<file path="src/rtl/cpu_pkg.sv">
// Shared CPU constants and types for the instruction-fetch slice.
package cpu_pkg;

  localparam logic [31:0] NOP_INSTR        = 32'h0000_0000;
  localparam logic [31:0] PC_STEP          = 32'd4;
  localparam logic [31:0] DEFAULT_RESET_PC = 32'h0000_0000;
  localparam logic [31:0] ALIGN_MASK       = 32'hFFFF_FFFC;

  typedef enum logic {
    RUN_IDLE,
    RUN_ACTIVE
  } run_state_e;

endpackage

</file>
<file path="src/rtl/if_fetch_unit_if.sv">
// IMEM request/response bus and IF->ID presentation signals of the fetch stage.
interface if_fetch_unit_if;

  logic [31:0] imem_addr;
  logic        imem_re;
  logic [31:0] imem_rdata;
  logic [31:0] if_pc_out;
  logic [31:0] if_instr_out;
  logic        if_valid;

  modport master (
    output imem_addr, imem_re,
    input  imem_rdata,
    output if_pc_out, if_instr_out, if_valid
  );

  modport slave (
    input  imem_addr, imem_re,
    output imem_rdata,
    input  if_pc_out, if_instr_out, if_valid
  );

endinterface

</file>
<file path="src/rtl/if_fetch_unit_skid_buffer.sv">
// One-entry pc/instr holding register absorbing the IMEM read latency under stall.
module if_skid_buffer
  import cpu_pkg::*;
(
  input  logic        clk,
  input  logic        reset,
  input  logic        capture,
  input  logic        consume,
  input  logic        flush,
  input  logic [31:0] in_pc,
  input  logic [31:0] in_instr,
  output logic        held_valid,
  output logic [31:0] held_pc,
  output logic [31:0] held_instr
);

  always_ff @(posedge clk or negedge reset) begin
    if (!reset) begin
      held_valid <= 1'b0;
      held_pc    <= '0;
      held_instr <= NOP_INSTR;
    end else if (flush || consume) begin
      held_valid <= 1'b0;
    end else if (capture) begin
      held_valid <= 1'b1;
      held_pc    <= in_pc;
      held_instr <= in_instr;
    end
  end

endmodule

</file>
<file path="src/rtl/if_fetch_unit.sv">
// Instruction-fetch front end: PC, IMEM issue, skid-buffered {pc, instr} presentation.
// Optional IF_FETCH_STAT_EN adds fetch_count / bubble_count statistics outputs.
module if_fetch_unit
  import cpu_pkg::*;
#(
  parameter logic [31:0] RESET_PC = DEFAULT_RESET_PC
)
(
  input  logic        clk,
  input  logic        reset,
  input  logic        stall,
  input  logic        redirect_valid,
  input  logic [31:0] redirect_pc,
`ifdef IF_FETCH_STAT_EN
  output logic [31:0] fetch_count,
  output logic [31:0] bubble_count,
`endif
  if_fetch_unit_if.master bus
);

  run_state_e  state_q, state_d;
  logic        run;
  logic        issue;
  logic [31:0] issue_addr;
  logic [31:0] fetch_pc;
  logic        resp_valid;
  logic [31:0] resp_pc;
  logic        held_valid;
  logic [31:0] held_pc;
  logic [31:0] held_instr;
  logic        skid_capture;

  always_ff @(posedge clk or negedge reset) begin
    if (!reset) state_q <= RUN_IDLE;
    else        state_q <= state_d;
  end

  always_comb begin
    state_d = state_q;
    if (state_q == RUN_IDLE) state_d = RUN_ACTIVE;
  end

  always_comb begin
    run = (state_q == RUN_ACTIVE);
  end

  // A redirect always issues, even under stall, so the target is fetched at once.
  assign issue      = run & (redirect_valid | ~stall);
  assign issue_addr = redirect_valid ? (redirect_pc & ALIGN_MASK) : fetch_pc;
  assign bus.imem_addr = issue_addr;
  assign bus.imem_re   = issue;

  always_ff @(posedge clk or negedge reset) begin
    if (!reset) begin
      fetch_pc   <= RESET_PC;
      resp_valid <= 1'b0;
      resp_pc    <= '0;
    end else begin
      resp_valid <= issue;
      if (issue) begin
        fetch_pc <= issue_addr + PC_STEP;
        resp_pc  <= issue_addr;
      end
    end
  end

  assign skid_capture = stall & resp_valid & ~held_valid & ~redirect_valid;

  if_skid_buffer u_skid (
    .clk        (clk),
    .reset      (reset),
    .capture    (skid_capture),
    .consume    (~stall),
    .flush      (redirect_valid),
    .in_pc      (resp_pc),
    .in_instr   (bus.imem_rdata),
    .held_valid (held_valid),
    .held_pc    (held_pc),
    .held_instr (held_instr)
  );

  always_comb begin
    bus.if_valid     = 1'b0;
    bus.if_pc_out    = '0;
    bus.if_instr_out = NOP_INSTR;
    if (redirect_valid) begin
      bus.if_valid = 1'b0;
    end else if (held_valid) begin
      bus.if_valid     = 1'b1;
      bus.if_pc_out    = held_pc;
      bus.if_instr_out = held_instr;
    end else if (resp_valid) begin
      bus.if_valid     = 1'b1;
      bus.if_pc_out    = resp_pc;
      bus.if_instr_out = bus.imem_rdata;
    end
  end

`ifdef IF_FETCH_STAT_EN
  always_ff @(posedge clk or negedge reset) begin
    if (!reset) begin
      fetch_count  <= '0;
      bubble_count <= '0;
    end else begin
      if (issue) fetch_count <= fetch_count + 32'd1;
      if (run && !stall && !bus.if_valid) bubble_count <= bubble_count + 32'd1;
    end
  end
`endif

endmodule

</file>
<file path="src/flat_wrapper.sv">
// flat-port wrapper written by rule: the top's interface ports become plain ports
module if_fetch_unit_flat import cpu_pkg::*;
#(
  parameter logic [31:0] RESET_PC = DEFAULT_RESET_PC
)
  (clk, reset, stall, redirect_valid, redirect_pc, bus_imem_addr, bus_imem_re, bus_imem_rdata, bus_if_pc_out, bus_if_instr_out, bus_if_valid);
  if_fetch_unit_if bus_i ();
  input  logic clk;
  input  logic reset;
  input  logic stall;
  input  logic redirect_valid;
  input  logic [31:0] redirect_pc;
  output wire logic [$bits(bus_i.imem_addr)-1:0] bus_imem_addr;
  output wire logic [$bits(bus_i.imem_re)-1:0] bus_imem_re;
  input wire logic [$bits(bus_i.imem_rdata)-1:0] bus_imem_rdata;
  output wire logic [$bits(bus_i.if_pc_out)-1:0] bus_if_pc_out;
  output wire logic [$bits(bus_i.if_instr_out)-1:0] bus_if_instr_out;
  output wire logic [$bits(bus_i.if_valid)-1:0] bus_if_valid;
  assign bus_imem_addr = bus_i.imem_addr;
  assign bus_imem_re = bus_i.imem_re;
  assign bus_i.imem_rdata = bus_imem_rdata;
  assign bus_if_pc_out = bus_i.if_pc_out;
  assign bus_if_instr_out = bus_i.if_instr_out;
  assign bus_if_valid = bus_i.if_valid;
  if_fetch_unit #(.RESET_PC(RESET_PC)) u_core (.clk(clk), .reset(reset), .stall(stall), .redirect_valid(redirect_valid), .redirect_pc(redirect_pc), .bus(bus_i));
endmodule
</file>
<file path="config.mk">
export PLATFORM = sky130hd
export DESIGN_NAME = if_fetch_unit_flat
export DESIGN_NICKNAME = d
export VERILOG_FILES = /design/src/rtl/cpu_pkg.sv /design/src/rtl/if_fetch_unit_if.sv /design/src/rtl/if_fetch_unit_skid_buffer.sv /design/src/rtl/if_fetch_unit.sv /design/src/flat_wrapper.sv
export SDC_FILE = /design/constraint.sdc
export NUM_CORES = 1
export LEC_CHECK = 0
export CAP_MARGIN = 0
export CORE_MARGIN = 10
export CORE_UTILIZATION = 40
export CTS_BUF_LIST = sky130_fd_sc_hd__clkbuf_4
export CTS_CLUSTER_DIAMETER = 150
export DETAILED_ROUTE_END_ITERATION = 10
export PLACE_DENSITY = 0.7
export SLEW_MARGIN = 10
export SYNTH_ARGS = -nofsm -noshare
export SYNTH_HDL_FRONTEND = slang
export SYNTH_SLANG_ARGS = --single-unit
</file>
<file path="constraint.sdc">
create_clock -name clk -period 2 [get_ports clk]
set_input_delay 0.4 -clock clk [delete_from_list [all_inputs] [get_ports clk]]
set_output_delay 0.4 -clock clk [all_outputs]
set_load 0.02 [all_outputs]
</file>
==> run_summary.xml, run 1 <==
<?xml version="1.0" encoding="UTF-8"?>
<metrics>
  <group name="floorplan">
    <metric name="rows" unit="">47</metric>
    <metric name="starting_utilization_of_the_core_area" unit="%">40.6</metric>
    <metric name="num_io_pins" unit="">166</metric>
    <metric name="fp.coreArea" unit="mm²">0.0165</metric>
    <metric name="dieArea" unit="mm²">0.0223</metric>
    <metric name="die_x" unit="µm">149</metric>
    <metric name="die_ht" unit="µm">149</metric>
  </group>
  <group name="worst_setup_path">
    <metric name="cp_data_arrival_time" unit="ns">1.98</metric>
    <metric name="top_fanout_value_on_the_critical_path" unit="">7</metric>
    <metric name="critical_path_required" unit="ns">1.60</metric>
    <metric name="worstRegToRegCells" unit="">7</metric>
    <metric name="cp-end-kind" unit="">primary output</metric>
    <metric name="worstSetupStartpointType" unit="">flip-flop</metric>
    <metric name="crit_type" unit="">reg2out</metric>
  </group>
  <group name="synth">
    <metric name="yosysTopAreaCellShare" unit="%">48.3</metric>
    <metric name="ys_ff_latch" unit="">129</metric>
    <metric name="synth_cell_type_count" unit="">53</metric>
    <metric name="synth_area_per_cell" unit="µm²">10.6</metric>
    <metric name="cell_area_synth" unit="mm²">0.00668</metric>
    <metric name="ys.flop_type" unit="">sky130_fd_sc_hd__dfrtp_1</metric>
    <metric name="synthesis.nets" unit="">697</metric>
    <metric name="synth_sequential_area_ratio" unit="%">48.3</metric>
    <metric name="synth.largest_area_cell" unit="">sky130_fd_sc_hd__dfrtp_1</metric>
    <metric name="count_of_flip_flops_with_a_built_in_enable_after_synthesis" unit="">0</metric>
    <metric name="async_flop_share" unit="%">100</metric>
    <metric name="synth_cells" unit="">628</metric>
    <metric name="ys_top_cells_by_area" unit="">sky130_fd_sc_hd__dfrtp_1 (48%), sky130_fd_sc_hd__mux2_2 (14%), sky130_fd_sc_hd__a22o_1 (8.4%)</metric>
    <metric name="ys.warnings.count" unit="">0</metric>
  </group>
  <group name="detailed_routing">
    <metric name="drt-pass1-iter-count" unit="">5</metric>
    <metric name="ant_nets" unit="">0</metric>
    <metric name="vias_per_cell" unit="">5.37</metric>
    <metric name="drt_drc_violations_left" unit="">0</metric>
    <metric name="drt-wirelength-per-cell" unit="µm">19.1</metric>
    <metric name="drt-initial-drc-count" unit="">363</metric>
    <metric name="dr_total_vias" unit="">6273</metric>
    <metric name="drt-total-wl" unit="µm">22400</metric>
  </group>
  <group name="timing">
    <metric name="fin_skew" unit="ns">0.0205</metric>
    <metric name="finalHoldViolCount" unit="">0</metric>
    <metric name="finalMaxSlewViolations" unit="">0</metric>
    <metric name="clock.fmax" unit="MHz">420</metric>
    <metric name="min_period_over_period" unit="%">119</metric>
    <metric name="setup-violations-final" unit="">63</metric>
    <metric name="post-route-min-period" unit="ns">2.38</metric>
    <metric name="final_critical_path_setup_slack" unit="ns">-0.378</metric>
    <metric name="hold-worst-slack" unit="ns">0.275</metric>
    <metric name="grt_setup_unrepaired" unit="">yes</metric>
    <metric name="setup_total_negative_slack" unit="ns">-16.10</metric>
  </group>
  <group name="placed_design">
    <metric name="place.gp.congestion" unit="">0.897</metric>
    <metric name="number_of_buffer_cells_added_on_primary_ports" unit="">163</metric>
    <metric name="placed_area" unit="mm²">0.00953</metric>
    <metric name="detailedPlacementHpwl" unit="µm">15600</metric>
  </group>
  <group name="layout">
    <metric name="insertedDiodeCount" unit="">0</metric>
    <metric name="layout.cells.most_common_list" unit="">sky130_fd_sc_hd__buf_4 (147), sky130_fd_sc_hd__dfrtp_1 (127), sky130_fd_sc_hd__nand2_1 (86)</metric>
    <metric name="finalInstanceArea" unit="mm²">0.0104</metric>
    <metric name="layout.nets" unit="">1006</metric>
    <metric name="layout.cells.most_common" unit="">sky130_fd_sc_hd__buf_4</metric>
    <metric name="layout-area-overhead-vs-synth" unit="%">55.5</metric>
    <metric name="share_of_layout_cells_above_drive_strength_1" unit="%">42.1</metric>
  </group>
  <group name="min_path">
    <metric name="hold_path_class" unit="">in2reg</metric>
    <metric name="min_path_cells" unit="">3</metric>
  </group>
  <group name="cts">
    <metric name="clock_sinks" unit="">129</metric>
    <metric name="cts_htree_levels" unit="">4</metric>
    <metric name="clock_buffer_count_from_cts" unit="">17</metric>
    <metric name="cts_root_buffer" unit="">sky130_fd_sc_hd__clkbuf_4</metric>
    <metric name="clk_lat_worst_skew" unit="ns">0.55</metric>
    <metric name="cts_tree" unit="">done</metric>
    <metric name="cts_max_path_buffers" unit="">2</metric>
    <metric name="worst_setup_hold_path_clk_slew" unit="ns">0.10</metric>
  </group>
  <group name="grt">
    <metric name="first_global_vias" unit="">6526</metric>
    <metric name="groute.usage.overall" unit="%">19.7</metric>
    <metric name="grt_first_pass_wirelength" unit="µm">35000</metric>
    <metric name="largest_net_degree_at_the_start_of_global_routing" unit="">47</metric>
    <metric name="grt_antenna_before_repair" unit="">1</metric>
    <metric name="overflow" unit="">0</metric>
  </group>
  <group name="pwr">
    <metric name="power_density_cells" unit="mW/mm²">749</metric>
    <metric name="power.static_leakage" unit="nW">4.84</metric>
    <metric name="total_power" unit="W">0.00778</metric>
    <metric name="power.ir.vdd_worst" unit="µV">325</metric>
  </group>
  <group name="flow_run">
    <metric name="max_cap_violations" unit="">0</metric>
  </group>
  <group name="outcome">
    <metric name="failing_checks" unit="">negative setup slack</metric>
    <metric name="run_status" unit="">complete, but fails checks</metric>
  </group>
</metrics>
[cell usage after synthesis (5+ instances only)]
cell                       number
sky130_fd_sc_hd__dfrtp_1      129
sky130_fd_sc_hd__nand2_1       87
sky130_fd_sc_hd__mux2_2        82
sky130_fd_sc_hd__a22o_1        64
sky130_fd_sc_hd__o21ai_0       27
sky130_fd_sc_hd__clkbuf_1      26
sky130_fd_sc_hd__nand3_1       20
sky130_fd_sc_hd__nor2_1        20
sky130_fd_sc_hd__inv_1         16
sky130_fd_sc_hd__mux2i_1       15
sky130_fd_sc_hd__buf_2         12
sky130_fd_sc_hd__nand4_1       11
sky130_fd_sc_hd__xnor2_1       11
sky130_fd_sc_hd__nand3b_1       9
sky130_fd_sc_hd__a21oi_1        8
sky130_fd_sc_hd__o31ai_1        7
sky130_fd_sc_hd__and2_1         6
sky130_fd_sc_hd__a21o_1         5
sky130_fd_sc_hd__a31oi_1        5
sky130_fd_sc_hd__nor3_1         5
[final timing paths]
kind,start,endpoint,slack [ns]
min reg2reg,u_core.resp_pc[4],u_core.resp_pc[4],0.51
max reg2reg,u_core.fetch_pc[2],u_core.fetch_pc[27],0.02
min,redirect_valid,u_core.resp_pc[1],0.27
max,u_core.u_skid.held_valid,bus_if_pc_out[10],-0.38
max in group asynchronous,reset,u_core.fetch_pc[19],1.03
min in group asynchronous,reset,u_core.u_skid.held_instr[0],0.36
[sequential cells by signal (all words and copies together) (netlist names)]
register	flops
u_core.u_skid.held_instr	32
u_core.run	1
u_core.resp_pc	32
u_core.u_skid.held_pc	32
u_core.fetch_pc	30
u_core.resp_valid	1
u_core.u_skid.held_valid	1
[metal layers]
metal	GRT usage [%]	wire [µm]	share of wire [%]	vias up
met5	0	13	0.058	-
met4	5.40	272	1.2	2
met3	5.31	1520	6.8	26
met2	33.9	11200	50	212
met1	23.7	9420	42	3103
li1	-	-	-	2930
[critical path, stage by stage (launching register included)]
cell                      delay [ns]
sky130_fd_sc_hd__dfrtp_1        0.44
sky130_fd_sc_hd__nor3b_4        0.27
sky130_fd_sc_hd__buf_6          0.17
sky130_fd_sc_hd__buf_12         0.12
sky130_fd_sc_hd__buf_16         0.12
sky130_fd_sc_hd__a22o_1         0.18
sky130_fd_sc_hd__buf_6          0.13
[report_power, final]
part           leakage (nW)  internal [W]  total, W  switching [W]
combinational          3.11       0.00132   0.00240        0.00108
clock                 0.147      0.000870   0.00183       0.000959
sequential             1.59       0.00317   0.00355       0.000380
[timing repair]
action | 4_1_cts | 5_1_grt
cloned | 9 | 1
setup endpoints to repair | 98 | 132
buffers inserted | 21 | 13
pin swaps | 24 | 13
gates resized for setup | 456 | 67
hold buffers | 1 | 0
hold endpoints to repair | 43 | 0
[final cells by class]
cell class                 count  area (µm²)
tap                          220         275
timing repair buffer         333        3200
clock inverter                12         143
fill                        1321        6080
sequential                   129        3230
inverter                      16        60.1
clock buffer                  19         143
multi-input combinational    440        3330
[per-stage QoR]
step	instances	utilization, %	setup slack [ns]
2_1_floorplan	628	-	-0.463
5_1_grt	1169	63.0	-0.448
3_5_place_dp	1099	57.9	-0.462
3_3_place_gp	1099	57.9	-0.470
4_1_cts	1161	62.6	-0.386
6_report	1169	63.0	-0.378
[logic make-up (layout without fill, tap and decap cells)]
kind of cell	count (synthesis)	count (layout)	share of synthesized area, %
flops	129	129	48.3
compound gates	143	143	16.2
buf+inv	59	380	3.65
mux	97	97	16.1
simple gates	185	185	13.8
other cells	1	1	0.0562
xor+xnor	13	13	1.71
fa+ha+maj	1	1	0.187
(Power assumes the default switching activity.)
==> run 2, diff against run 1 <==
Settings changed: SKIP_CTS_REPAIR_TIMING from default to 1.
==> run 2 against run 1 <==
  * The flow still finishes with violations (negative setup slack)
  * Clock skew grew 0.00055 ns
  * Combinational power about the same
  * Register-to-register slack is essentially flat
  * Final cell count is 1.3% lower
  * Routed wire length grew 0.84%
  * Sequential power grew 1%
  * Core utilization increased by 0.32 points
  * Die area did not move
  * Final area is 0.51% higher
  * Critical endpoint is now bus_if_instr_out[3]
==> run_summary.xml, run 2 (same netlist as run 1, synthesis figures left out) <==
<?xml version="1.0" encoding="UTF-8"?>
<metrics>
  <group name="outcome">
    <metric name="run_status" unit="">complete, but fails checks</metric>
    <metric name="failing_checks" unit="">negative setup slack</metric>
  </group>
  <group name="layout">
    <metric name="fill_cell_instance_count_of_the_final_layout" unit="">1327</metric>
    <metric name="layout.cells.most_common" unit="">sky130_fd_sc_hd__buf_4</metric>
    <metric name="insertedDiodeCount" unit="">0</metric>
    <metric name="layoutNonFillerInstCount" unit="">1154</metric>
    <metric name="layout.nets" unit="">991</metric>
    <metric name="share_of_layout_cells_above_drive_strength_1" unit="%">38.8</metric>
    <metric name="layout-area-overhead-vs-synth" unit="%">56.2</metric>
    <metric name="top_regs" unit="">u_core.resp_pc: 32 flops, u_core.u_skid.held_instr: 32 flops, u_core.u_skid.held_pc: 32 flops</metric>
    <metric name="layout.cells.most_common_list" unit="">sky130_fd_sc_hd__buf_4 (150), sky130_fd_sc_hd__dfrtp_1 (125), sky130_fd_sc_hd__nand2_1 (86)</metric>
  </group>
  <group name="worst_setup_path">
    <metric name="r2r-end" unit="">u_core.u_skid.held_instr[19]</metric>
    <metric name="cp_common_cell" unit="">sky130_fd_sc_hd__buf_6</metric>
    <metric name="cp-end-kind" unit="">primary output</metric>
    <metric name="worstSetupStartpointType" unit="">flip-flop</metric>
    <metric name="crit_chain" unit="">nor3b_4, buf_6, buf_12, a22o_1, buf_6</metric>
    <metric name="worstRegToRegCells" unit="">7</metric>
    <metric name="crit_type" unit="">reg2out</metric>
    <metric name="crit_slowest_cell" unit="">sky130_fd_sc_hd__dfrtp_2</metric>
    <metric name="critical_path_required" unit="ns">1.60</metric>
    <metric name="ff2ff_setup_slack" unit="ns">0.02</metric>
    <metric name="cp-startpoint" unit="">u_core.u_skid.held_valid</metric>
    <metric name="worst_r2r_startpoint" unit="">u_core.u_skid.held_valid</metric>
    <metric name="top_fanout_value_on_the_critical_path" unit="">14</metric>
    <metric name="critical-path-max-stage-delay" unit="ns">0.45</metric>
    <metric name="cp_data_arrival_time" unit="ns">1.94</metric>
  </group>
  <group name="timing">
    <metric name="clock.fmax" unit="MHz">428</metric>
    <metric name="setup_total_negative_slack" unit="ns">-16.91</metric>
    <metric name="finalHoldViolCount" unit="">0</metric>
    <metric name="post-route-min-period" unit="ns">2.34</metric>
    <metric name="finalMaxSlewViolations" unit="">0</metric>
    <metric name="hold-worst-slack" unit="ns">0.362</metric>
    <metric name="min_period_over_period" unit="%">117</metric>
    <metric name="final_critical_path_setup_slack" unit="ns">-0.336</metric>
    <metric name="setup-violations-final" unit="">66</metric>
    <metric name="fin_skew" unit="ns">0.0211</metric>
    <metric name="grt_setup_unrepaired" unit="">yes</metric>
  </group>
  <group name="floorplan">
    <metric name="rows" unit="">47</metric>
    <metric name="fp.coreArea" unit="mm²">0.0165</metric>
    <metric name="num_io_pins" unit="">166</metric>
    <metric name="starting_utilization_of_the_core_area" unit="%">40.6</metric>
    <metric name="dieArea" unit="mm²">0.0223</metric>
    <metric name="die_x" unit="µm">149</metric>
    <metric name="die_ht" unit="µm">149</metric>
  </group>
  <group name="pwr">
    <metric name="total_power" unit="W">0.00785</metric>
    <metric name="power_density_cells" unit="mW/mm²">752</metric>
    <metric name="pwr-share-seq" unit="%">45.7</metric>
    <metric name="cellInternalPower" unit="W">0.00542</metric>
    <metric name="power.combinational.fraction" unit="%">31.0</metric>
    <metric name="swShare" unit="%">30.9</metric>
    <metric name="netSwitchingPower" unit="W">0.00243</metric>
    <metric name="power.ir.vdd_worst" unit="µV">329</metric>
    <metric name="clockPowerShare" unit="%">23.2</metric>
    <metric name="power.static_leakage" unit="nW">5.11</metric>
  </group>
  <group name="detailed_routing">
    <metric name="vias_per_cell" unit="">5.35</metric>
    <metric name="drt_drc_violations_left" unit="">0</metric>
    <metric name="drt-initial-drc-count" unit="">310</metric>
    <metric name="dr_total_vias" unit="">6177</metric>
    <metric name="drt-wirelength-per-cell" unit="µm">19.6</metric>
    <metric name="drt-pass1-iter-count" unit="">4</metric>
    <metric name="ant_nets" unit="">0</metric>
    <metric name="drt-total-wl" unit="µm">22600</metric>
  </group>
  <group name="cts">
    <metric name="cts_tree" unit="">done</metric>
    <metric name="worst_setup_hold_path_clk_slew" unit="ns">0.11</metric>
    <metric name="clk_lat_worst_skew" unit="ns">0.54</metric>
    <metric name="clock_sinks" unit="">129</metric>
    <metric name="cts_htree_levels" unit="">4</metric>
    <metric name="clock_buffer_count_from_cts" unit="">17</metric>
    <metric name="cts_max_path_buffers" unit="">2</metric>
    <metric name="cts_root_buffer" unit="">sky130_fd_sc_hd__clkbuf_4</metric>
  </group>
  <group name="placed_design">
    <metric name="number_of_buffer_cells_added_on_primary_ports" unit="">163</metric>
    <metric name="place.gp.congestion" unit="">0.897</metric>
    <metric name="post-place-cells" unit="">1099</metric>
    <metric name="detailedPlace.worstSlack" unit="ns">-0.462</metric>
    <metric name="detailedPlacementHpwl" unit="µm">15600</metric>
  </group>
  <group name="grt">
    <metric name="groute.usage.overall" unit="%">18.3</metric>
    <metric name="overflow" unit="">0</metric>
    <metric name="grt_first_pass_wirelength" unit="µm">32800</metric>
    <metric name="grt_antenna_before_repair" unit="">1</metric>
    <metric name="largest_net_degree_at_the_start_of_global_routing" unit="">47</metric>
    <metric name="first_global_vias" unit="">6310</metric>
  </group>
  <group name="flow_run">
    <metric name="max_cap_violations" unit="">0</metric>
  </group>
  <group name="min_path">
    <metric name="hold_path_class" unit="">in2async</metric>
  </group>
</metrics>
-- run 2: cell count changes in the layout (fill, tap and decap cells not counted), moves of 3 or more --
| cell | previous run | this run |
|---|---|---|
| sky130_fd_sc_hd__buf_2 | 6 | 0 |
| sky130_fd_sc_hd__clkdlybuf4s15_2 | 7 | 0 |
| sky130_fd_sc_hd__buf_6 | 73 | 57 |
| sky130_fd_sc_hd__mux2_4 | 2 | 33 |
| sky130_fd_sc_hd__clkdlybuf4s15_1 | 3 | 0 |
| sky130_fd_sc_hd__mux2i_2 | 6 | 3 |
| sky130_fd_sc_hd__buf_16 | 5 | 0 |
| sky130_fd_sc_hd__clkbuf_16 | 1 | 5 |
| sky130_fd_sc_hd__clkbuf_2 | 13 | 1 |
| sky130_fd_sc_hd__buf_4 | 147 | 150 |
| sky130_fd_sc_hd__mux2_2 | 80 | 49 |
| sky130_fd_sc_hd__dlymetal6s2s_1 | 0 | 29 |
-- run 2: power by group through the flow --
| stage | logic [W] | registers (W) | clock network [W] |
|---|---|---|---|
| after floorplan | 0.00121 | 0.00348 | 0 |
| after global placement | 0.00217 | 0.00356 | 0 |
| after detailed placement | 0.00222 | 0.00360 | 0 |
| after CTS | 0.00223 | 0.00355 | 0.00188 |
| after global routing | 0.00263 | 0.00367 | 0.00199 |
| final | 0.00243 | 0.00359 | 0.00182 |
-- run 2: critical path: cells and delay by family, from the launching register on --
family | cells | cell delay (ns)
AOI/OAI and AO/OA | 1 | 0.18
buffers and inverters | 3 | 0.47
DFF | 1 | 0.45
and+or+nand+nor | 1 | 0.30
-- run 2: per-layer routing --
layer  share of wire [%]  global-route usage, %
met1                  43                   22.3
met2                  48                   30.4
met3                 6.3                   5.52
met4                 2.2                   5.94
met5               0.058                      0
-- run 2: cell type report --
type	count	area [µm²]	share of cell area [%]
Multi-Input combinational cell	440	3460	33.2
Sequential cell	129	3230	31.0
Timing Repair Buffer	318	3120	29.9
Tap cell	220	275	2.64
Clock buffer	19	143	1.37
Clock inverter	12	143	1.37
Inverter	16	60.1	0.576
-- run 2: how the worst max path moves through the flow --
stage | end | slack [ns] | cells past startpoint
6_report | bus_if_instr_out[3] | -0.34 | 5
5_1_grt | bus_if_pc_out[4] | -0.45 | 5
4_1_cts | bus_if_pc_out[17] | -0.79 | 4
3_5_place_dp | u_core.fetch_pc[27] | -0.46 | 7
3_3_place_gp | u_core.fetch_pc[27] | -0.47 | 7
2_1_floorplan | u_core.fetch_pc[16] | -0.46 | 12
-- run 2: stage by stage --
stage,area (µm²),utilization (%)
CTS,9820,59.6
floorplan,6810,-
detailed placement,9530,57.9
global placement,9530,57.9
finish,10400,63.4
global route,10400,63.4
